### src/rtl/regfile_write_arbiter_if.sv
// Writeback request bus: NREQ requesters offering (register, data) pairs to
// the write arbiter, which answers with a one-hot ready.
interface regfile_write_arbiter_if #(
  parameter int NREQ = 3,
  parameter int DW   = 32,
  parameter int AW   = 5
);
  logic [NREQ-1:0]    req_valid;
  logic [NREQ-1:0]    req_ready;
  logic [NREQ*AW-1:0] req_reg;
  logic [NREQ*DW-1:0] req_data;

  modport master (
    output req_valid,
    output req_reg,
    output req_data,
    input  req_ready
  );

  modport slave (
    input  req_valid,
    input  req_reg,
    input  req_data,
    output req_ready
  );
endinterface

### src/rtl/regfile_write_arbiter.sv
// Round-robin arbiter for the register file write port, with a registered
// write stage and a per-register pending-write scoreboard for issue stalls.
module regfile_write_arbiter #(
  parameter int NREQ = 3,
  parameter int DW   = 32,
  parameter int AW   = 5
) (
  input  logic                        clk,
  input  logic                        rst_n,
  regfile_write_arbiter_if.slave      rq,
  input  logic                        claim_valid,
  input  logic [AW-1:0]               claim_reg,
  output logic                        claim_ready,
  output logic                        RegWrite,
  output logic [AW-1:0]               WriteReg,
  output logic [DW-1:0]               WriteData,
  output logic [(1<<AW)-1:0]          busy
);

  localparam int PW   = $clog2(NREQ);
  localparam int NREG = 1 << AW;

  logic [PW-1:0]   ptr_q, ptr_d;
  logic            reg_write_q, reg_write_d;
  logic [AW-1:0]   write_reg_q, write_reg_d;
  logic [DW-1:0]   write_data_q, write_data_d;
  logic [NREG-1:0] busy_q, busy_d;

  logic [NREQ-1:0] grant;
  logic [PW-1:0]   gidx;
  logic            xfer;
  logic [AW-1:0]   sel_reg;
  logic [DW-1:0]   sel_data;

  // Search starts one past the last winner and wraps, so the last winner
  // is considered last.
  always_comb begin
    int t;
    grant = '0;
    gidx  = ptr_q;
    xfer  = 1'b0;
    for (int k = 1; k <= NREQ; k++) begin
      t = int'(ptr_q) + k;
      if (t >= NREQ) t = t - NREQ;
      if (!xfer && rq.req_valid[PW'(t)]) begin
        xfer  = 1'b1;
        gidx  = PW'(t);
      end
    end
    if (xfer) grant[gidx] = 1'b1;
  end

  always_comb begin
    sel_reg  = '0;
    sel_data = '0;
    for (int i = 0; i < NREQ; i++) begin
      if (gidx == PW'(i)) begin
        sel_reg  = rq.req_reg[i*AW +: AW];
        sel_data = rq.req_data[i*DW +: DW];
      end
    end
  end

  assign rq.req_ready = grant;
  assign claim_ready  = claim_valid & ~busy_q[claim_reg];

  always_comb begin
    ptr_d        = ptr_q;
    reg_write_d  = 1'b0;
    write_reg_d  = write_reg_q;
    write_data_d = write_data_q;
    if (xfer) begin
      ptr_d        = gidx;
      reg_write_d  = (sel_reg != '0);
      write_reg_d  = sel_reg;
      write_data_d = sel_data;
    end
  end

  // Clear is applied after set so a same-cycle set and clear of one register
  // leaves it idle.
  always_comb begin
    busy_d = busy_q;
    if (claim_ready) busy_d[claim_reg] = 1'b1;
    if (reg_write_q) busy_d[write_reg_q] = 1'b0;
    busy_d[0] = 1'b0;
  end

  always_ff @(posedge clk or negedge rst_n) begin
    if (!rst_n) begin
      ptr_q        <= PW'(NREQ - 1);
      reg_write_q  <= 1'b0;
      write_reg_q  <= '0;
      write_data_q <= '0;
      busy_q       <= '0;
    end else begin
      ptr_q        <= ptr_d;
      reg_write_q  <= reg_write_d;
      write_reg_q  <= write_reg_d;
      write_data_q <= write_data_d;
      busy_q       <= busy_d;
    end
  end

  assign RegWrite  = reg_write_q;
  assign WriteReg  = write_reg_q;
  assign WriteData = write_data_q;
  assign busy      = busy_q;

endmodule
### src/flat_wrapper.sv
// flat-port wrapper written by rule: the top's interface ports become plain ports
module regfile_write_arbiter_flat 
#(
  parameter int NREQ = 3,
  parameter int DW   = 32,
  parameter int AW   = 5
)
  (clk, rst_n, claim_valid, claim_reg, claim_ready, RegWrite, WriteReg, WriteData, busy, rq_req_valid, rq_req_reg, rq_req_data, rq_req_ready);
  regfile_write_arbiter_if #(.NREQ(NREQ), .DW(DW), .AW(AW)) rq_i ();
  input  logic clk;
  input  logic rst_n;
  input  logic claim_valid;
  input  logic [AW-1:0] claim_reg;
  output logic claim_ready;
  output logic RegWrite;
  output logic [AW-1:0] WriteReg;
  output logic [DW-1:0] WriteData;
  output logic [(1<<AW)-1:0] busy;
  input wire logic [$bits(rq_i.req_valid)-1:0] rq_req_valid;
  input wire logic [$bits(rq_i.req_reg)-1:0] rq_req_reg;
  input wire logic [$bits(rq_i.req_data)-1:0] rq_req_data;
  output wire logic [$bits(rq_i.req_ready)-1:0] rq_req_ready;
  assign rq_i.req_valid = rq_req_valid;
  assign rq_i.req_reg = rq_req_reg;
  assign rq_i.req_data = rq_req_data;
  assign rq_req_ready = rq_i.req_ready;
  regfile_write_arbiter #(.NREQ(NREQ), .DW(DW), .AW(AW)) u_core (.clk(clk), .rst_n(rst_n), .rq(rq_i), .claim_valid(claim_valid), .claim_reg(claim_reg), .claim_ready(claim_ready), .RegWrite(RegWrite), .WriteReg(WriteReg), .WriteData(WriteData), .busy(busy));
endmodule
### config.mk
export PLATFORM = sky130hd
export DESIGN_NAME = regfile_write_arbiter_flat
export DESIGN_NICKNAME = d
export VERILOG_FILES = /design/src/rtl/regfile_write_arbiter_if.sv /design/src/rtl/regfile_write_arbiter.sv /design/src/flat_wrapper.sv
export SDC_FILE = /design/constraint.sdc
export NUM_CORES = 1
export LEC_CHECK = 0
export ABC_AREA = 1
export BUFFER_PORTS_ARGS = -buffer_cell sky130_fd_sc_hd__buf_2
export CORE_MARGIN = 10
export CORE_UTILIZATION = 44
export CTS_CLUSTER_DIAMETER = 40
export CTS_CLUSTER_SIZE = 8
export DETAILED_ROUTE_END_ITERATION = 8
export PLACE_DENSITY = 0.89
export SKIP_CTS_REPAIR_TIMING = 1
export SLEW_MARGIN = 30
export SYNTH_ARGS = -nofsm -noshare
export SYNTH_HDL_FRONTEND = slang
export SYNTH_SLANG_ARGS = --single-unit
### constraint.sdc
create_clock -name clk -period 2.27 [get_ports clk]
set_input_delay 0.1135 -clock clk [delete_from_list [all_inputs] [get_ports clk]]
set_output_delay 0.1135 -clock clk [all_outputs]
set_load 0.05 [all_outputs]
Yosys cells after proc, flatten, opt, wreduce, memory -nomap -nowiden:

Cells that the tools add are included.

* bitwise operators: 5
* multipliers: 0
* add/subtract/negate cells: 6
* reduce and logical (&&, ||, !) cells: 9
* mux-type cells: 36
* shifts and indexed selects: 0
* div/mod/pow operators: 0
* order comparisons: 12
* equal/unequal tests: 2

Operators by type and width (number)
* 32-bit two-way mux: 5
* 32-bit AND: 1
* 32-bit NOT: 1
* 32-bit OR: 1
* 5-bit two-way mux: 3
* 1-bit two-way mux: 14
* 2-bit by 4-bit less-than comparator with 1-bit output (second input constant): 3
* 5-bit by 6-bit less-than comparator with 1-bit output (second input constant): 2
* 2-bit two-way mux: 6
* 1-bit demux with 5-bit select: 2
* 5-bit by 1-bit greater-or-equal comparator with 1-bit output (second input constant): 2
* 3-bit by 2-bit greater-or-equal comparator with 1-bit output (second input constant): 3
* 2-bit by 2-bit adder with 3-bit output (second input constant): 2
* 1-bit binary-select mux with 2-bit select: 3
* 2-bit by 1-bit subtractor with 2-bit output (second input constant): 3
* 1-bit binary-select mux with 5-bit select: 1
* 1-bit logical AND: 5
* 5-bit nonzero test: 1
* 2-bit by 1-bit adder with 3-bit output (second input constant): 1
* 2-bit by 3-bit less-than comparator with 1-bit output (second input constant): 1
* 3-bit two-way mux: 1
* 1-bit demux with 2-bit select: 1
* 2-bit by 1-bit == test with 1-bit output (second input constant): 1
* 2-bit == test (second input constant): 1
* 5 further kinds: 6

* memories: 0
* input port bits: 122
* output and inout bits: 74
* latch bits: 0
* bits in writable memories: 0
* register bits: 71
* bits in read-only memories: 0

Longest topological paths before layout:

Gate-level depths: netlist (run 1).

* depth in word-level cells: 19
* depth in mapped cells: 17

Worst setup path before layout (run 1):

OpenSTA, ideal clock, no wires.

* path type: reg-to-output
* from: register u_core.ptr_q[1]
* to: output port rq_req_ready[2]
* arrival: 2556 ps
* data required time: 2156 ps
* stages on the path, launching flop included: 13
* setup slack: -399 ps
* cell sequence: dfstp_2 -> inv_1 -> ha_1 -> inv_2 -> nand2_2 -> nand3_2 -> nand2_4 -> nand3_1 -> nand3_1 -> nand2_4 -> buf_8 -> buf_4 -> nor2_1

* longest elaborated chain between the ends: 18
* elaborated cells between the ends (all ways): 37
* classes of those cells: add/sub: 6; order compare: 5; mux: 21; reduce/logical: 5

RTL lines
* start: declaration: RTL line regfile_write_arbiter.sv:23 `logic [PW-1:0] ptr_q, ptr_d;`
* start signal: assignment: RTL line regfile_write_arbiter.sv:91 `ptr_q <= PW'(NREQ - 1);`
* start signal: assignment: RTL line regfile_write_arbiter.sv:97 `ptr_q <= ptr_d;`
* 2-bit by 1-bit adder with 3-bit output: RTL line regfile_write_arbiter.sv:43 `t = int'(ptr_q) + k;`
* 3-bit by 2-bit greater-or-equal comparator with 1-bit output / 2-bit by 1-bit subtractor with 2-bit output (equally long branches): RTL line regfile_write_arbiter.sv:44 `if (t >= NREQ) t = t - NREQ;`
* 2-bit two-way mux: RTL line regfile_write_arbiter.sv:44
* 1-bit binary-select mux with 2-bit select: RTL line regfile_write_arbiter.sv:45 `if (!xfer && rq.req_valid[PW'(t)]) begin`
* 1-bit two-way mux (implied by the code) (2 in a row): RTL line regfile_write_arbiter.sv:45
* 1-bit two-way mux: RTL line regfile_write_arbiter.sv:45
* 1-bit zero test: RTL line regfile_write_arbiter.sv:45
* 1-bit logical AND: RTL line regfile_write_arbiter.sv:45
* 1-bit two-way mux: RTL line regfile_write_arbiter.sv:45
* 1-bit zero test: RTL line regfile_write_arbiter.sv:45
* 1-bit logical AND: RTL line regfile_write_arbiter.sv:45
* 2-bit two-way mux: RTL line regfile_write_arbiter.sv:45
* 2-bit by 3-bit less-than comparator with 1-bit output (implied by the code) / 2-bit by 1-bit greater-or-equal comparator with 1-bit output (equally long branches): RTL line regfile_write_arbiter.sv:50 `if (xfer) grant[gidx] = 1'b1;`
* 1-bit logical AND (implied by the code): RTL line regfile_write_arbiter.sv:50
* 1-bit two-way mux (implied by the code): RTL line regfile_write_arbiter.sv:50
* 1-bit demux with 2-bit select
* 3-bit two-way mux *: RTL line regfile_write_arbiter.sv:50
* end: declaration: RTL line flat_wrapper.sv:22 `output wire logic [$bits(rq_i.req_ready)-1:0] rq_req_ready;`

Every way passes the cells marked *; elsewhere a longest branch is shown, timed or not. The select of a mux whose other input is x is not followed.

Final worst setup path (run 1):

* from: register u_core.ptr_q[1]
* to: output port rq_req_ready[0]

Same word-level chain as after synthesis.

==> results of run 1 <==
-- layer usage --
| layer | track usage | up-vias | share of wire |
|---|---|---|---|
| met5 | 0 | - | 0.00078 |
| met4 | 0.08048 | 2 | 0.022 |
| met3 | 0.09343 | 45 | 0.12 |
| met2 | 0.3523 | 311 | 0.50 |
| met1 | 0.2303 | 2394 | 0.36 |
| li1 | - | 2443 | - |
-- synthesized netlist by cell type (6+ instances only) --
cell     number  share of area
a22oi_1      31          0.051
a41oi_1       6          0.011
a41oi_2      17          0.060
buf_2        13          0.014
buf_4         7          0.011
dfrtp_1      70           0.38
inv_1        65          0.053
nand2_1      90          0.074
nand2_2       6         0.0082
nand2_4       6          0.015
nand3_1      82          0.090
nand3_2       8          0.018
nor2_1       70          0.057
nor3_1       20          0.022
o21ai_0      36          0.039
o22ai_1      15          0.021
-- worst paths after layout --
path | start | endpoint | slack [ns]
worst max-delay path | u_core.ptr_q[1] | rq_req_ready[0] | -0.22
worst min-delay path | rq_req_data[87] | u_core.WriteData[23] | 0.04
worst max register to register | u_core.ptr_q[1] | u_core.RegWrite | -0.20
worst min register to register | u_core.WriteData[21] | u_core.WriteData[21] | 0.49
max in group asynchronous | rst_n | u_core.ptr_q[1] | 1.29
min in group asynchronous | rst_n | u_core.busy[14] | 0.35
-- worst register-to-register path, cell delays in order, from the launching register on --
cell     delay (ns)
dfstp_2        0.54
inv_2          0.05
ha_4           0.35
inv_8          0.07
nand2_4        0.07
nand3_4        0.09
nand2_8        0.12
nand2_4        0.07
nor2_4         0.11
buf_4          0.13
nand2_4        0.07
nand2_4        0.10
nand2_4        0.07
or2_0          0.22
nand2_1        0.11
nand2_1        0.07
nor2_2         0.07
nor2_1         0.04
-- through the flow --
| step | std cells | worst slack (ns) | utilization | hold WS, ns | instance area (um2) |
|---|---|---|---|---|---|
| 5_1_grt | 945 | -0.2953 | 0.6303 | 0.05437 | 6449 |
| 6_report | 945 | -0.2209 | 0.6303 | 0.04394 | 6449 |
| 4_1_cts | 933 | -0.4884 | 0.5969 | -0.1979 | 6107 |
| 2_1_floorplan | 582 | 0.05786 | - | -0.1821 | 4607 |
| 3_5_place_dp | 917 | -0.1641 | 0.5752 | 0.1744 | 5884 |
| 3_3_place_gp | 917 | -0.03649 | 0.5752 | 0.1700 | 5884 |
-- cell type report --
class	count	area share
Clock buffer	12	0.02251
Clock inverter	4	0.01203
Inverter	68	0.04113
Multi-Input combinational cell	410	0.3908
Sequential cell	71	0.2757
Tap cell	136	0.02639
Timing Repair Buffer	244	0.2315
-- cells in the final DEF (no fill, tap or decap), drive strengths merged --
| cell type | Yosys | routed |
|---|---|---|
| bufinv | 0 | 2 |
| o21ai | 40 | 40 |
| dlygate4sd3 | 0 | 1 |
| clkbuf | 5 | 13 |
| buf | 28 | 242 |
| a31oi | 1 | 1 |
| dfrtp | 70 | 70 |
| dfstp | 1 | 1 |
| clkinv | 0 | 1 |
| inv | 68 | 69 |
| ha | 3 | 3 |
| a41oi | 23 | 23 |
| nor2 | 75 | 75 |
| o22ai | 15 | 15 |
| or2 | 1 | 1 |
| nand3 | 90 | 90 |
| conb | 1 | 1 |
| nand4 | 5 | 5 |
| nor3 | 21 | 21 |
| o221ai | 1 | 1 |
| a21oi | 1 | 1 |
| nand2 | 102 | 102 |
| a22oi | 31 | 31 |
-- cell families (layout without fill, tap and decap cells) --
kind of cell / Yosys count / in the layout / share of synthesized area
buf+inv: 101 / 328 / 0.1054
other cells: 1 / 1 / 0.0008202
flops: 71 / 71 / 0.3889
compound gates: 112 / 112 / 0.1924
fa+ha+maj: 3 / 3 / 0.008211
simple gates: 294 / 294 / 0.3043
-- state kept, by name (all words and copies together), names as in the netlist --
register / cells
u_core.WriteReg: 5
u_core.ptr_q: 2
u_core.RegWrite: 1
u_core.WriteData: 32
u_core.busy: 31
==> flow_summary.toml, run 1 <==
[outcome]
outcome = "complete, but fails checks"
violations = "negative setup slack"

[layout]
area.sequential_mm2 = 0.001778
multiInputGateArea_mm2 = 0.002520
synthToLayoutAreaGrowth_pct = 41.05
fillerInstances = 860
nets = 929
drive_gt1_frac = 0.4116
antenna_cells = 0

[sta]
grt_setup_unrepaired = "true"
tightest_slew_ns = 0.6331
setup_viol = 37
layout_setup_ws_ns = -0.2209
fin_crit_sh = 1.097
hold_violations = 0
drv_slew = 0
fin_crit_ns = 2.491
max_clock_freq_mhz = 401.5
finalClockSkew_ns = 0.009709
fin_setup_tns_ns = -4.313
relSlewSlack = 0.5779

[floorplanning]
core.rowCount = 37
dieArea_mm2 = 0.01487
initial_core_util = 0.4469
chipHeight_um = 121.9
dieWidth_um = 121.9
core_area_mm2 = 0.01023
io_pins = 196

[logic_synthesis]
async_flop_share = 1.000
yosys_warnings = 0
ys_seq_elements = 71
ys_types = 34
synth_nets = 707
netlist_instances = 582
ys_seq_area_frac = 0.3889
synth_area_mm2 = 0.004572
postSynthAreaPerCell_um2 = 7.855
ys.flop_type = "dfrtp_1"
synth_edf_count = 0

[clock_network]
cts_inserted_buffers = 9
clk_latency_ns = 0.34
htree_levels = 3
cts.sinks = 71
clk_pin_slew_ns = 0.09
cts_root_buffer = "clkbuf_8"
clock_path_buffers = 2
cts_tree = "built"

[detailed_routing]
via_per_inst = 5.497
drt-initial-drc-count = 455
wl_per_cell_um = 17.75
drt-total-wl_mm = 16.77
detail-route-antenna-nets = 0
drc = 0
vias = 5195
first_pass_iters = 5

[global_routing]
gr-usage-all-layers = 0.2105
grt_pass1_vias = 5164
antenna_found_initial = 2
grt_max_degree = 52
grt_overflow_total = 0
grt_pass1_wl_mm = 25.38

[worst_setup_path]
crit_chain = "inv_2, ha_4, inv_8, nand2_4, nand3_4, nand2_8, nand2_4, nor2_4, nand2_2, nand2_4, nand2_8, nor2_4, buf_8"
worstSetupPathType = "flip-flop to output port"
critPathLaunchType = "flip-flop"
crit_top_cell = "nand2_4"
worst_ep_arrival_time_ns = 2.38
cp_num_buf_inv = 3
cp_slowest_cell = "dfstp_2"
cp.required_ns = 2.16
path_depth = 13
crit_path_max_incr_delay_ns = 0.54
worstPathMaxFanout = 8
reg2regPathDepth = 17
critPathTopFamily = "simple AND/OR/NAND/NOR gates"
critPathCaptureType = "output port"

[min_path]
hp-class = "input port to flip-flop"
hold_depth = 3

[place]
routabilityCongestion = 0.9561
dp_hpwl_mm = 12.70
portBuffers = 194

[job]
timing.max_cap.violations = 0
Power of run 1 is left out: the tool's default activity adds up to more than one toggle a clock period on the data nets, which glitch-free logic cannot reach.
==> run 2, diff against run 1 <==
==> constraint.sdc (replaced) <==
create_clock -name clk -period 2.27 [get_ports clk]
set_input_delay 0.454 -clock clk [delete_from_list [all_inputs] [get_ports clk]]
set_output_delay 0.454 -clock clk [all_outputs]
set_load 0.05 [all_outputs]
==> run 2 against run 1 <==
- the run still ends with negative setup slack left
- non-clock buffer count rose by 20
- register-to-register slack worse by 0.20 ns
- via count is 6.1% higher
- cell count is 2.2% higher
- global-route usage about the same
- largest cell class unchanged
==> flow_summary.toml, run 2 (synthesized netlist as in run 1, its figures left out) <==
[sta]
drv_slew = 0
relSlewSlack = 0.5512
hold_violations = 0
max_clock_freq_mhz = 358.1
fin_setup_tns_ns = -9.162
grt_setup_unrepaired = "true"
whs_ns = 0.04490
setup_viol = 41
finalClockSkew_ns = 0.01377
layout_setup_ws_ns = -0.5226
fin_crit_ns = 2.793
tightest_slew_ns = 0.6681
fin_crit_sh = 1.230

[worst_setup_path]
worstSetupPathType = "flip-flop to output port"
crit_path_max_incr_delay_ns = 0.55
critPathLaunchType = "flip-flop"
worstReg2RegStart = "u_core.ptr_q[1]"
cp_slowest_cell = "dfstp_2"
crit_path_start = "u_core.ptr_q[1]"
cp_num_buf_inv = 5
worstPathMaxFanout = 7
critPathTopFamily = "simple AND/OR/NAND/NOR gates"
critPathCaptureType = "output port"
crit_chain = "inv_2, ha_4, inv_6, nand2_2, nand3_2, nand2_4, nand3_2, inv_2, nor2_4, buf_4, nor2_4, buf_8"
worst_ep_arrival_time_ns = 2.34
cp.required_ns = 1.82

[detailed_routing]
wl_per_cell_um = 19.68
drt-initial-drc-count = 721
detail-route-antenna-nets = 0
drc = 0
vias = 5513
via_per_inst = 5.707
first_pass_iters = 6
drt-total-wl_mm = 19.01

[layout]
largest_reg_flops = 32
fin_area_mm2 = 0.006933
layout_commonest_cell = "buf_2"
synthToLayoutAreaGrowth_pct = 51.64
final_cell_mix = "buf_2 (188), dfrtp_1 (70), nand2_1 (67), nor2_1 (62), inv_1 (61)"
drive_gt1_frac = 0.4819
nets = 949

[job]
timing.max_cap.violations = 0

[floorplanning]
core.rowCount = 37
chipHeight_um = 121.9
dieWidth_um = 121.9
dieArea_mm2 = 0.01487
core_area_mm2 = 0.01023
io_pins = 196
initial_core_util = 0.4469

[global_routing]
grt_max_degree = 55
grt_pass1_vias = 5156
grt_overflow_total = 0
gr-usage-all-layers = 0.2104
grt_pass1_wl_mm = 25.61
antenna_found_initial = 3

[clock_network]
clk_latency_ns = 0.35
clock_path_buffers = 2
cts_root_buffer = "clkbuf_8"
cts_inserted_buffers = 9
cts.sinks = 71
htree_levels = 3
cts_tree = "built"
clk_pin_slew_ns = 0.08

[place]
dp_hpwl_mm = 12.49
routabilityCongestion = 0.9589
placed_cell_area_mm2 = 0.005974
portBuffers = 194

[outcome]
violations = "negative setup slack"
outcome = "complete, but fails checks"

[min_path]
hp-class = "input port to async pin"
## run 2: cell types whose count changed in the layout (fill, tap and decap cells not counted), moves of 6 or more
cell and change:
nand2_4 +6, o21ai_2 +7, nand3_4 +7, nand3_1 -17, nand2_1 -15, buf_6 +12
o21ai_0 -16, o21ai_1 +9, nand3_2 +10, nand2_2 +10
## run 2: final cells by class
cell class	instances	area (um2)
inverter	68	260.3
clock buffer	11	131.4
timing repair buffer	264	1795
fill	744	3298
clock inverter	4	23.77
antenna	2	5.005
tap	136	170.2
multi-input combinational	410	2769
sequential	71	1778
## run 2: path summary, 6_finish.rpt
check | end | slack, ns | depth (start not counted)
max in group asynchronous | u_core.WriteData[25] | 1.67 | 2
setup / recovery | rq_req_ready[1] | -0.52 | 12
min in group clk | u_core.WriteData[20] | 0.38 | 3
hold / removal | u_core.busy[14] | 0.04 | 1
hold reg to reg | u_core.WriteData[20] | 0.49 | 2
setup reg to reg | u_core.RegWrite | -0.40 | 19
## run 2: layer usage
metal,vias to the layer above,GRT usage,part of all wire
li1,2470,-,-
met1,2553,0.2353,0.35
met2,421,0.3445,0.49
met3,67,0.09389,0.13
met4,2,0.08271,0.033
met5,-,0,0.00068
## run 2: through the flow
step | setup slack (ns) | util | cells
2_1_floorplan | -0.1910 | - | 582
3_3_place_gp | -0.2155 | 0.5840 | 928
3_5_place_dp | -0.2626 | 0.5840 | 928
4_1_cts | -0.6456 | 0.5991 | 943
5_1_grt | -0.6380 | 0.6774 | 965
6_report | -0.5226 | 0.6776 | 966
Power of run 2 is left out for the same reason.
==> run 3, diff against run 2 <==
--- a/config.mk
+++ b/config.mk
@@ -8,11 +8,10 @@
 export ABC_AREA = 1
 export BUFFER_PORTS_ARGS = -buffer_cell sky130_fd_sc_hd__buf_2
 export CORE_MARGIN = 10
-export CORE_UTILIZATION = 44
+export CORE_UTILIZATION = 25
 export CTS_CLUSTER_DIAMETER = 40
 export CTS_CLUSTER_SIZE = 8
 export DETAILED_ROUTE_END_ITERATION = 8
-export PLACE_DENSITY = 0.89
 export SKIP_CTS_REPAIR_TIMING = 1
 export SLEW_MARGIN = 30
 export SYNTH_ARGS = -nofsm -noshare
==> run 3 against run 2 <==
- the flow still finishes with violations (negative setup slack)
- clock-buffer cell count rose by 4
- routed wire length rose by 2.6%
- die area rose by 62%
- final area rose by 6.5%
- global-route usage fell by 6.1 points
- register-to-register slack improved by 0.07 ns
- clock skew fell by 0.0032 ns
- critical path depth did not move
- via count fell by 4.9%
- cell count rose by 12%
- critical path type unchanged
==> flow_summary.toml, run 3 (synthesized netlist as in run 1, its figures left out) <==
[outcome]
violations = "negative setup slack"
outcome = "complete, but fails checks"

[layout]
synthToLayoutAreaGrowth_pct = 61.52
drive_gt1_frac = 0.4759
nets = 969
antenna_cells = 0
layout_commonest_cell = "buf_2"
final_cell_mix = "buf_2 (187), nand2_1 (77), dfrtp_1 (70), nor2_1 (64)"
largest_reg_flops = 32

[detailed_routing]
wl_per_cell_um = 18.10
vias = 5241
drc = 0
detail-route-antenna-nets = 0
drt-total-wl_mm = 19.51
via_per_inst = 4.862
drt-initial-drc-count = 271
first_pass_iters = 5

[clock_network]
cts_root_buffer = "clkbuf_16"
clk_latency_ns = 0.34
clk_pin_slew_ns = 0.06
clock_path_buffers = 2
cts_inserted_buffers = 9
cts.sinks = 71
cts_tree = "built"
htree_levels = 3

[floorplanning]
initial_core_util = 0.2545
core_area_mm2 = 0.01796
io_pins = 196
dieArea_mm2 = 0.02410
chipHeight_um = 155.2
dieWidth_um = 155.2
core.rowCount = 49

[sta]
max_clock_freq_mhz = 361.7
tightest_slew_ns = 0.6369
finalClockSkew_ns = 0.01053
whs_ns = 0.05177
fin_crit_ns = 2.765
setup_viol = 41
hold_violations = 0
drv_slew = 0
grt_setup_unrepaired = "true"
relSlewSlack = 0.5721
layout_setup_ws_ns = -0.4948
fin_crit_sh = 1.218

[global_routing]
gr-usage-all-layers = 0.1492
antenna_found_initial = 1
grt_max_degree = 42
grt_overflow_total = 0
grt_pass1_wl_mm = 28.77
grt_pass1_vias = 5312

[worst_setup_path]
worst_ep_arrival_time_ns = 2.31
cp.required_ns = 1.82
critPathLaunchType = "flip-flop"
worstPathMaxFanout = 7
critPathCaptureType = "output port"
worstSetupPathType = "flip-flop to output port"

[place]
routabilityCongestion = 0.8454
dp_hpwl_mm = 14.19
portBuffers = 194

[job]
timing.max_cap.violations = 0

[min_path]
hp-class = "input port to async pin"
[run 3: critical path: stages (launching register included)]
cell and delay, ns:
dfstp_2 0.54, inv_2 0.05, ha_4 0.35, inv_8 0.06
buf_4 0.14, o21ai_4 0.06, nand2_4 0.10, nand2_4 0.09
buf_4 0.12, nor2_4 0.03, buf_4 0.15, nor2_4 0.12
buf_12 0.14
[run 3: layer usage]
metal	global-route usage	vias up	wire (um)
li1	-	2524	-
met4	0.04234	2	304
met3	0.07113	21	2187
met1	0.1750	2435	7748
met2	0.2376	259	9261
met5	0	-	10
[run 3: final cells by class]
class	instances	area (um2)
fill	1810	10580
multi-input combinational	410	2731
timing repair buffer	284	2043
sequential	71	1778
tap	229	286.5
clock buffer	15	277.8
inverter	68	262.8
clock inverter	1	5.005
[run 3: worst paths after layout]
| check | from | to | slack [ns] | cells past startpoint |
|---|---|---|---|---|
| worst max-delay path | u_core.ptr_q[1] | rq_req_ready[0] | -0.49 | 12 |
| max in group asynchronous | rst_n | u_core.ptr_q[1] | 1.57 | 2 |
| worst min register to register | u_core.WriteData[28] | u_core.WriteData[28] | 0.48 | 2 |
| worst max register to register | u_core.ptr_q[1] | u_core.WriteData[31] | -0.33 | 17 |
| worst min-delay path | rst_n | u_core.busy[12] | 0.05 | 1 |
| min in group clk | rq_req_data[35] | u_core.WriteData[3] | 0.39 | 3 |
[run 3: per-stage QoR]
stage                     std cells  utilization  setup WS (ns)  setup TNS [ns]  cell area [um2]
after CTS                      1047       0.3640        -0.5672          -5.550             6539
after floorplan                 582            -        -0.1910         -0.5552             4636
after global routing           1078       0.4111        -0.5683          -12.09             7385
after global placement         1031       0.3483        -0.1515          -1.833             6256
final                          1078       0.4111        -0.4948          -8.740             7385
after detailed placement       1031       0.3483        -0.1764          -3.641             6256
Power of run 3 is left out for the same reason.
